`config.mk`:
```
export PLATFORM = sky130hd
export DESIGN_NAME = vga_timing_2018fall
export DESIGN_NICKNAME = d
export VERILOG_FILES = /design/src/rtl/vga_timing_2018fall.sv
export SDC_FILE = /design/constraint.sdc
export NUM_CORES = 1
export LEC_CHECK = 0
export CAP_MARGIN = 20
export CORE_MARGIN = 3
export CORE_UTILIZATION = 42
export DETAILED_ROUTE_END_ITERATION = 7
export HOLD_SLACK_MARGIN = 0.03
export PLACE_DENSITY = 0.76
export RECOVER_POWER = 50
export REMOVE_ABC_BUFFERS = 1
export SLEW_MARGIN = 20
export SYNTH_ARGS = -nofsm -noshare
export SYNTH_HDL_FRONTEND = slang
export SYNTH_SLANG_ARGS = --single-unit
```
`constraint.sdc`:
```
create_clock -name clk25 -period 2.2 [get_ports clk25]
set_clock_uncertainty 0.2 [all_clocks]
set_input_delay 0.44 -clock clk25 [delete_from_list [all_inputs] [get_ports clk25]]
set_output_delay 0.44 -clock clk25 [all_outputs]
set_load 0.01 [all_outputs]
```
`src/rtl/vga_timing_2018fall.sv`:
```
// 640x480@60Hz VGA raster generator and registered pixel output stage for the Pong game.
// Sync and colour share one delay line so they stay aligned for any RGB_LATENCY.
module vga_timing_2018fall #(
   parameter int H_VISIBLE   = 640,
   parameter int H_FRONT     = 16,
   parameter int H_SYNC      = 96,
   parameter int H_BACK      = 48,
   parameter int V_VISIBLE   = 480,
   parameter int V_FRONT     = 10,
   parameter int V_SYNC      = 2,
   parameter int V_BACK      = 33,
   parameter int RGB_LATENCY = 0
) (
   input  logic        clk25,
   input  logic        Reset_n,
   output logic [9:0]  xpos,
   output logic [9:0]  ypos,
   input  logic [3:0]  red_in,
   input  logic [3:0]  green_in,
   input  logic [3:0]  blue_in,
   output logic [3:0]  vga_r,
   output logic [3:0]  vga_g,
   output logic [3:0]  vga_b,
   output logic        hsync,
   output logic        vsync,
   output logic        frame_tick,
   output logic [15:0] frame_count
);

   localparam int H_TOTAL = H_VISIBLE + H_FRONT + H_SYNC + H_BACK;
   localparam int V_TOTAL = V_VISIBLE + V_FRONT + V_SYNC + V_BACK;

   localparam logic [9:0] X_LAST   = 10'(H_TOTAL - 1);
   localparam logic [9:0] Y_LAST   = 10'(V_TOTAL - 1);
   localparam logic [9:0] X_VIS    = 10'(H_VISIBLE);
   localparam logic [9:0] Y_VIS    = 10'(V_VISIBLE);
   localparam logic [9:0] HS_FIRST = 10'(H_VISIBLE + H_FRONT);
   localparam logic [9:0] HS_LAST  = 10'(H_VISIBLE + H_FRONT + H_SYNC - 1);
   localparam logic [9:0] VS_FIRST = 10'(V_VISIBLE + V_FRONT);
   localparam logic [9:0] VS_LAST  = 10'(V_VISIBLE + V_FRONT + V_SYNC - 1);

   logic [9:0]  r_xpos;
   logic [9:0]  r_ypos;
   logic [15:0] r_frameCount;
   logic        r_hsync;
   logic        r_vsync;
   logic [11:0] r_rgb;

   logic        w_xLast;
   logic        w_yLast;
   logic [2:0]  w_raw;
   logic [2:0]  w_dly;

   assign w_xLast = (r_xpos == X_LAST);
   assign w_yLast = (r_ypos == Y_LAST);

   always_ff @(posedge clk25 or negedge Reset_n) begin
      if (!Reset_n) begin
         r_xpos <= 10'd0;
         r_ypos <= 10'd0;
      end else if (w_xLast) begin
         r_xpos <= 10'd0;
         r_ypos <= w_yLast ? 10'd0 : r_ypos + 10'd1;
      end else begin
         r_xpos <= r_xpos + 10'd1;
      end
   end

   always_ff @(posedge clk25 or negedge Reset_n) begin
      if (!Reset_n)
         r_frameCount <= 16'd0;
      else if (w_xLast && w_yLast)
         r_frameCount <= r_frameCount + 16'd1;
   end

   // Packed as {visible, hs_n, vs_n}; the idle value 3'b011 means blank with both syncs high.
   assign w_raw = {
      (r_xpos < X_VIS) && (r_ypos < Y_VIS),
      !((r_xpos >= HS_FIRST) && (r_xpos <= HS_LAST)),
      !((r_ypos >= VS_FIRST) && (r_ypos <= VS_LAST))
   };

   generate
      if (RGB_LATENCY == 0) begin : g_noDly
         assign w_dly = w_raw;
      end else begin : g_dly
         logic [2:0] r_stage [RGB_LATENCY];

         always_ff @(posedge clk25 or negedge Reset_n) begin
            if (!Reset_n) begin
               for (int i = 0; i < RGB_LATENCY; i++)
                  r_stage[i] <= 3'b011;
            end else begin
               r_stage[0] <= w_raw;
               for (int i = 1; i < RGB_LATENCY; i++)
                  r_stage[i] <= r_stage[i-1];
            end
         end

         assign w_dly = r_stage[RGB_LATENCY-1];
      end
   endgenerate

   always_ff @(posedge clk25 or negedge Reset_n) begin
      if (!Reset_n) begin
         r_hsync <= 1'b1;
         r_vsync <= 1'b1;
         r_rgb   <= 12'd0;
      end else begin
         r_hsync <= w_dly[1];
         r_vsync <= w_dly[0];
         r_rgb   <= w_dly[2] ? {red_in, green_in, blue_in} : 12'd0;
      end
   end

   // The game updates its state here, so the pulse follows the raw counter rather than the delay line.
   assign frame_tick  = (r_xpos == 10'd0) && (r_ypos == Y_VIS);

   assign xpos        = r_xpos;
   assign ypos        = r_ypos;
   assign hsync       = r_hsync;
   assign vsync       = r_vsync;
   assign vga_r       = r_rgb[11:8];
   assign vga_g       = r_rgb[7:4];
   assign vga_b       = r_rgb[3:0];
   assign frame_count = r_frameCount;

endmodule
```
* Word level (Yosys, flattened, before mapping)
Index checks and enable logic that the tools add are counted.
Storage, ports and cells: input port bits 14, register bits 50, word-level logic and storage cells 29, output and inout port bits 51
Operators by class: mux-type cells 3, order comparisons 6, reduce and logical (&&, ||, !) cells 8, eq/ne operators 3, add/subtract/negate cells 3
Operators by type and width (number):
- $add A10 B1 Y10 const B | 2
- $eq A10 B10 Y1 const B | 2
- $mux W10 | 2
- $add A16 B1 Y16 const B | 1
- $mux W12 | 1
- $eq A10 B9 Y1 const B | 1
- $ge A10 B10 Y1 const B | 1
- $ge A10 B9 Y1 const B | 1
- $le A10 B10 Y1 const B | 1
- $le A10 B9 Y1 const B | 1
- $logic_not A10 Y1 | 1
- $lt A10 B10 Y1 const B | 1
- $lt A10 B9 Y1 const B | 1
- $logic_and A1 B1 Y1 | 5
- $logic_not A1 Y1 | 2

* Depth between registers and ports, before layout
Gate-level depths: netlist (run 1).
word-level depth 3, gate-level depth with buffers 7, depth with buffers taken out 7

* Least setup slack after synthesis (run 1)
No wires, ideal clock.
path type register to register, start register r_xpos[0], in the netlist xpos[0], end register r_frameCount[1], in the netlist frame_count[1], required time 1875 ps, stages on the path, launching flop included 6, arrival time 1972 ps, buffers on the path 0, slack -96 ps, clock period less this slack 2296 ps, library setup time 125 ps, cell sequence dfrtp_1 -> ha_1 -> nand3_2 -> or4_4 -> nor2_2 -> mux2_2
On the way: longest elaborated chain between the ends 2
Ends and longest elaborated chain:
- from (decl) | RTL line 42 | logic [9:0] r_xpos;
- from (signal assigned) | RTL line 65 | r_xpos <= r_xpos + 10'd1;
- $eq A10 B10 Y1 | RTL line 54 | assign w_xLast = (r_xpos == X_LAST);
- $logic_and A1 B1 Y1 | RTL line 72 | else if (w_xLast && w_yLast)
- to (signal assigned) | RTL line 73 | r_frameCount <= r_frameCount + 16'd1;
- to (decl) | RTL line 44 | logic [15:0] r_frameCount;
Every way passes these cells. A chain may end at the register's enable or synchronous reset.

* Worst setup path in the final report (run 1)
start register r_xpos[0], in the netlist xpos[0], end register r_frameCount[4], in the netlist frame_count[4]
The elaborated chain is that of the path after synthesis.

==> results of run 1 <==
==> cell type report <==
type,instances,share of cell area
clock buffer,6,0.0209
sequential,50,0.360
tap,67,0.0241
multi-input combinational,129,0.287
inverter,5,0.00540
timing repair buffer,108,0.292
clock inverter,2,0.0108
==> path summary, 6_finish.rpt <==
path                                                  start                          end  slack, ns
worst min register to register  frame_count[15]$_DFFE_PN0P_  frame_count[15]$_DFFE_PN0P_       0.28
worst max register to register            xpos[0]$_DFF_PN0_   frame_count[4]$_DFFE_PN0P_      -0.07
worst max-delay path                      xpos[0]$_DFF_PN0_   frame_count[4]$_DFFE_PN0P_      -0.07
min in group asynchronous                           Reset_n            xpos[3]$_DFF_PN0_       0.68
max in group asynchronous                           Reset_n           r_rgb[7]$_DFF_PN0_       0.39
worst min-delay path            frame_count[15]$_DFFE_PN0P_  frame_count[15]$_DFFE_PN0P_       0.28
==> worst max-delay path, stage by stage (launching register included) <==
cell and delay [ns]:
dfrtp_1 0.40, ha_2 0.22, nand3_2 0.10, or4_4 0.55, buf_12 0.15, nor2_4 0.12
buf_6 0.16, nand4_1 0.11, xnor2_1 0.14
==> flip-flops by register name (all words and copies together), names as in the netlist <==
| register | cells |
|---|---|
| hsync | 1 |
| r_rgb | 12 |
| vsync | 1 |
| frame_count | 16 |
| ypos | 10 |
| xpos | 10 |
==> routing by layer <==
layer	GRT usage	wire, um	share of wire	vias up
met5	0	0	0	-
met4	0.0765	151	0.028	0
met3	0.0383	227	0.042	14
met2	0.301	2820	0.52	49
met1	0.234	2250	0.41	899
li1	-	-	-	869
==> timing repair <==
item,in CTS,in global routing
hold buffers,1,0
endpoints found under the hold margin,17,0
setup buffers,6,5
resized for setup,6,28
endpoints found under the setup margin,11,21
gates cloned,0,0
pin swaps,1,10
==> cell usage in the layout, fill, tap and decap left out, types with 5 or more instances in the layout <==
cell,count
and2_1,16
and3_1,5
buf_4,36
clkbuf_8,5
clkdlybuf4s50_1,62
dfrtp_1,48
inv_1,5
nand2_1,11
nand3_1,8
nand3_2,5
nand4_1,10
nor2_1,12
xnor2_1,17
xor2_1,9
==> stage by stage <==
| stage | hold WS (ns) | cells | area (sq um) |
|---|---|---|---|
| floorplan | -0.0556 | 184 | 2140 |
| global route | 0.306 | 367 | 3480 |
| finish | 0.277 | 367 | 3480 |
| detailed placement | 0.228 | 347 | 3120 |
| CTS | 0.280 | 362 | 3280 |
| global placement | 0.219 | 347 | 3120 |
==> logic make-up after synthesis <==
kind of cell             Yosys count
AND/OR/NAND/NOR                   86
flip-flops                        50
XOR/XNOR                          29
buffers and inverters             10
AO/OA/AOI/OAI                      8
adder cells (fa/ha/maj)            5
multiplexers                       1
==> power groups by stage <==
stage / registers, W / logic (W) / clock network [W]
after floorplan: 0.000957 / 0.00000703 / 0
after global placement: 0.000950 / 0.0000801 / 0
after detailed placement: 0.000951 / 0.0000812 / 0
after CTS: 0.000933 / 0.0000826 / 0.000648
after global routing: 0.000933 / 0.0000882 / 0.000685
final: 0.000932 / 0.0000799 / 0.000631
==> impl_metrics.yaml, run 1 <==
status:
  outcome: "finished, violations left"
  violations: "negative setup slack"
sta:
  setup_viol: 12
  finalCritPeriodShare: 1.03
  max_slew_margin: 0.244
  worstMarginPinSlew_ns: 1.13
  min_period_ns: 2.27
  fmax_mhz: 441
  rsz0062_at_grt: "true"
  fin_setup_tns_ns: -0.349
  hold_viol: 0
  drv_slew: 0
  worst_slack_ns: -0.0692
pwr:
  seqPwrFrac: 0.567
  p_int_w: 0.00132
  p_sw_frac: 0.200
  p_leak_nw: 1.53
  vdd_drop_max_uv: 330
  power_w: 0.00164
  p_sw_w: 0.000328
  combPwrFrac: 0.049
  p_clk_frac: 0.384
  power_density_nw_per_um2: 473
clock_network:
  cts_inserted_buffers: 5
  cts_tree: "built"
  cts.sinks: 50
  clock_path_buffers: 2
  cts_root_buf: "clkbuf_8"
  clk_pin_slew_ns: 0.09
  worstSkewPairLatency_ns: 0.30
  cts_max_level: 2
drt:
  routed_wire_length_per_instance_um: 14.9
  routed_wl_mm: 5.45
  drc: 0
  antenna_left: 0
  via_per_inst: 4.99
  first_pass_iters: 4
  first_iter_violations: 113
  vias: 1831
die:
  die_x_um: 77.7
  pin_count: 65
  dieArea_sq_um: 6030
  core_sq_um: 4850
  row_count: 25
  die_height_um: 77.7
  initial_utilization: 0.445
synthesis:
  synth_seq_cells: 50
  syn_inst: 189
  synth_top_family_by_area: "simple AND/OR/NAND/NOR gates"
  syn_area_sq_um: 2160
  synth-simple-area-share: 0.224
  yosysTopAreaCell: "dfrtp_1"
  synthArstFlopShare: 1.00
  yosys_warnings: 0
  yosys-mux-area-fraction: 0.00522
  yosys.cell_count.top_type: "dfrtp_1"
  synth_compound_area_frac: 0.0244
  synth_ff_type: "dfrtp_1"
  netlist.area_leader.share: 0.557
  synth-xor-area-share: 0.118
  synth_enable_flop_cells: 0
  synthTopCellsByArea: "dfrtp_1 (56%), xnor2_1 (7.7%), and2_1 (4.6%)"
  synth_adder_area_share: 0.0290
  yosys-top-cells-count: "dfrtp_1 (48), xnor2_1 (19), and2_1 (16)"
  seq_area_frac_synth: 0.581
  ys_types: 30
  syn_avg_cell_area_sq_um: 11.4
hold_path:
  hold_path_class: "reg2reg"
  whs_path_depth: 1
critical_path:
  required_ns: 2.19
  critPathArrivalTime_ns: 2.26
  endpoint_kind: "flop"
  startpoint_type: "flop"
  cp_max_fo: 6
  path_class: "reg2reg"
  worstRegToRegCells: 8
cells_and_area:
  num-fill-cells: 341
  regArea_sq_um: 1250
  drive_gt1_frac: 0.260
  num_antenna_cells: 0
  final_core_util: 0.717
  nets: 318
  multi_input_area_sq_um: 997
  area_delta_synth_final_pct: 61.3
grt:
  grt_pass1_wl_mm: 8.65
  antenna_found_initial: 0
  grt-ovfl-total: 0
  grtUsageTotal: 0.183
  grt_max_degree: 32
  grt_pass1_vias: 1783
placed_design:
  dpl_worst_slack_ns: -0.134
  io_buffer_count: 64
  routabilityCongestion: 0.790
  hpwl_mm: 3.69
flow_run:
  cap_viol_max_count: 0
No activity file was read; power rests on OpenSTA's default activity.
==> run 2, diff against run 1 <==
--- a/constraint.sdc
+++ b/constraint.sdc
@@ -4,2 +4,2 @@
 set_output_delay 0.44 -clock clk25 [all_outputs]
-set_load 0.01 [all_outputs]
+set_load 0.005 [all_outputs]
==> impl_metrics.yaml, run 2 (synthesized netlist as in run 1, its figures left out) <==
status:
  outcome: "complete, no violations"
cells_and_area:
  num_antenna_cells: 0
  final_common_cell: "clkdlybuf4s50_1"
  final_cell_mix: "clkdlybuf4s50_1 (62), dfrtp_1 (48), buf_4 (33)"
  area_delta_synth_final_pct: 55.2
  largest_reg_flops: 16
  nets: 312
  num-fill-cells: 370
  drive_gt1_frac: 0.224
  final_core_util: 0.691
  layout.cells.non_filler: 361
critical_path:
  ff2ff_setup_slack_ns: 0.05
  worstRegToRegCells: 7
  critPathMaxStageDelay_ns: 0.40
  endpoint_kind: "output pin"
  worstReg2RegEnd: "frame_count[10]$_DFFE_PN0P_"
  crit_chain: "inv_2 > ha_2 > nand2_1 > nor3_2 > nand3_1 > nor4_2 > buf_2"
  path_class: "reg2out"
  cp_max_fo: 3
  required_ns: 1.56
  startpoint_type: "flop"
  cp_slowest_cell: "dfrtp_1"
  critPathArrivalTime_ns: 1.53
  r2r_start: "xpos[0]$_DFF_PN0_"
pwr:
  combPwrFrac: 0.046
  p_sw_w: 0.000332
  p_sw_frac: 0.202
  power_w: 0.00165
  p_int_w: 0.00131
  p_leak_nw: 1.48
  seqPwrFrac: 0.566
  vdd_drop_max_uv: 389
  power_density_nw_per_um2: 492
  p_clk_frac: 0.389
clock_network:
  cts.sinks: 50
  cts_tree: "built"
  cts_root_buf: "clkbuf_8"
  cts_max_level: 2
  clock_path_buffers: 2
  worstSkewPairLatency_ns: 0.30
  clk_pin_slew_ns: 0.09
  cts_inserted_buffers: 5
flow_run:
  cap_viol_max_count: 0
grt:
  grt_pass1_vias: 1813
  grtUsageTotal: 0.177
  grt_max_degree: 32
  grt_pass1_wl_mm: 8.58
  grt-ovfl-total: 0
  antenna_found_initial: 0
placed_design:
  dpl_worst_slack_ns: -0.120
  io_buffer_count: 64
  dpl.cell_count: 346
  routabilityCongestion: 0.799
  hpwl_mm: 3.66
die:
  die_x_um: 77.7
  die_height_um: 77.7
  core_sq_um: 4850
  initial_utilization: 0.445
  dieArea_sq_um: 6030
  row_count: 25
  pin_count: 65
sta:
  worst_slack_ns: 0.0312
  worstMarginPinSlew_ns: 1.05
  rsz0062_at_grt: "true"
  min_period_ns: 2.17
  setup_viol: 0
  max_slew_margin: 0.302
  fmax_mhz: 461
  finalCritPeriodShare: 0.986
  hold_viol: 0
  drv_slew: 0
hold_path:
  hold_path_class: "reg2reg"
  whs_path_depth: 1
  worstHoldStart: "frame_count[15]$_DFFE_PN0P_"
  hold_end: "frame_count[15]$_DFFE_PN0P_"
drt:
  via_per_inst: 4.87
  first_pass_iters: 4
  drc: 0
  first_iter_violations: 49
  routed_wl_mm: 4.99
  routed_wire_length_per_instance_um: 13.8
  vias: 1759
  antenna_left: 0
==> run 2: power by group through the flow <==
stage	Sequential (W)	Combinational, W	Clock, W
after floorplan	0.000952	0.00000703	0
after global placement	0.000950	0.0000755	0
after detailed placement	0.000950	0.0000770	0
after CTS	0.000932	0.0000785	0.000654
after global routing	0.000933	0.0000841	0.000689
final	0.000932	0.0000753	0.000640
==> run 2: metrics by stage <==
stage | cell area (sq um) | hold slack, ns | setup TNS (ns)
floorplan | 2140 | -0.0556 | -2.95
global placement | 3100 | 0.206 | -0.105
detailed placement | 3100 | 0.206 | -0.276
CTS | 3260 | 0.279 | -0.0742
global route | 3350 | 0.321 | -0.691
finish | 3350 | 0.275 | 0
==> run 2: timing repair <==
item / in CTS / in global routing
gates cloned: 0 / 1
endpoints found under the hold margin: 19 / 0
buffers inserted: 2 / 3
pin swaps: 2 / 9
endpoints found under the setup margin: 8 / 20
gates resized for setup: 9 / 12
hold buffers: 1 / 0
==> run 2: how the worst max path moves through the flow <==
stage                                   start                   to
after detailed placement    xpos[0]$_DFF_PN0_  ypos[9]$_DFFE_PN0N_
after global routing      ypos[1]$_DFFE_PN0N_           frame_tick
after CTS                 ypos[0]$_DFFE_PN0N_           frame_tick
after global placement      xpos[0]$_DFF_PN0_  ypos[9]$_DFFE_PN0N_
final                     ypos[0]$_DFFE_PN0N_           frame_tick
after floorplan             xpos[0]$_DFF_PN0_  ypos[9]$_DFFE_PN0N_
==> run 2: per-layer routing <==
metal  up-vias  share of wire  GRT usage
met5         -              0          0
met4         0          0.012     0.0534
met3         5          0.045     0.0441
met2        36           0.51      0.296
met1       864           0.44      0.225
li1        854              -          -
==> run 2: worst max-delay path: cells and delay by family (launching register included) <==
kind,cells,cell delay (ns)
buffers and inverters,2,0.22
adder cells (fa/ha/maj),1,0.17
AND/OR/NAND/NOR,4,0.43
flip-flops,1,0.40
==> run 2: area by class of cell <==
type	count	area, sq um	share of cell area
flip-flops and latches	50	1250	0.374
multi-input cells	129	943	0.282
repair buffers	102	935	0.279
well taps	67	83.8	0.0250
clock buffers	5	68.8	0.0206
clock inverters	3	45.0	0.0135
inverters	5	18.8	0.00561
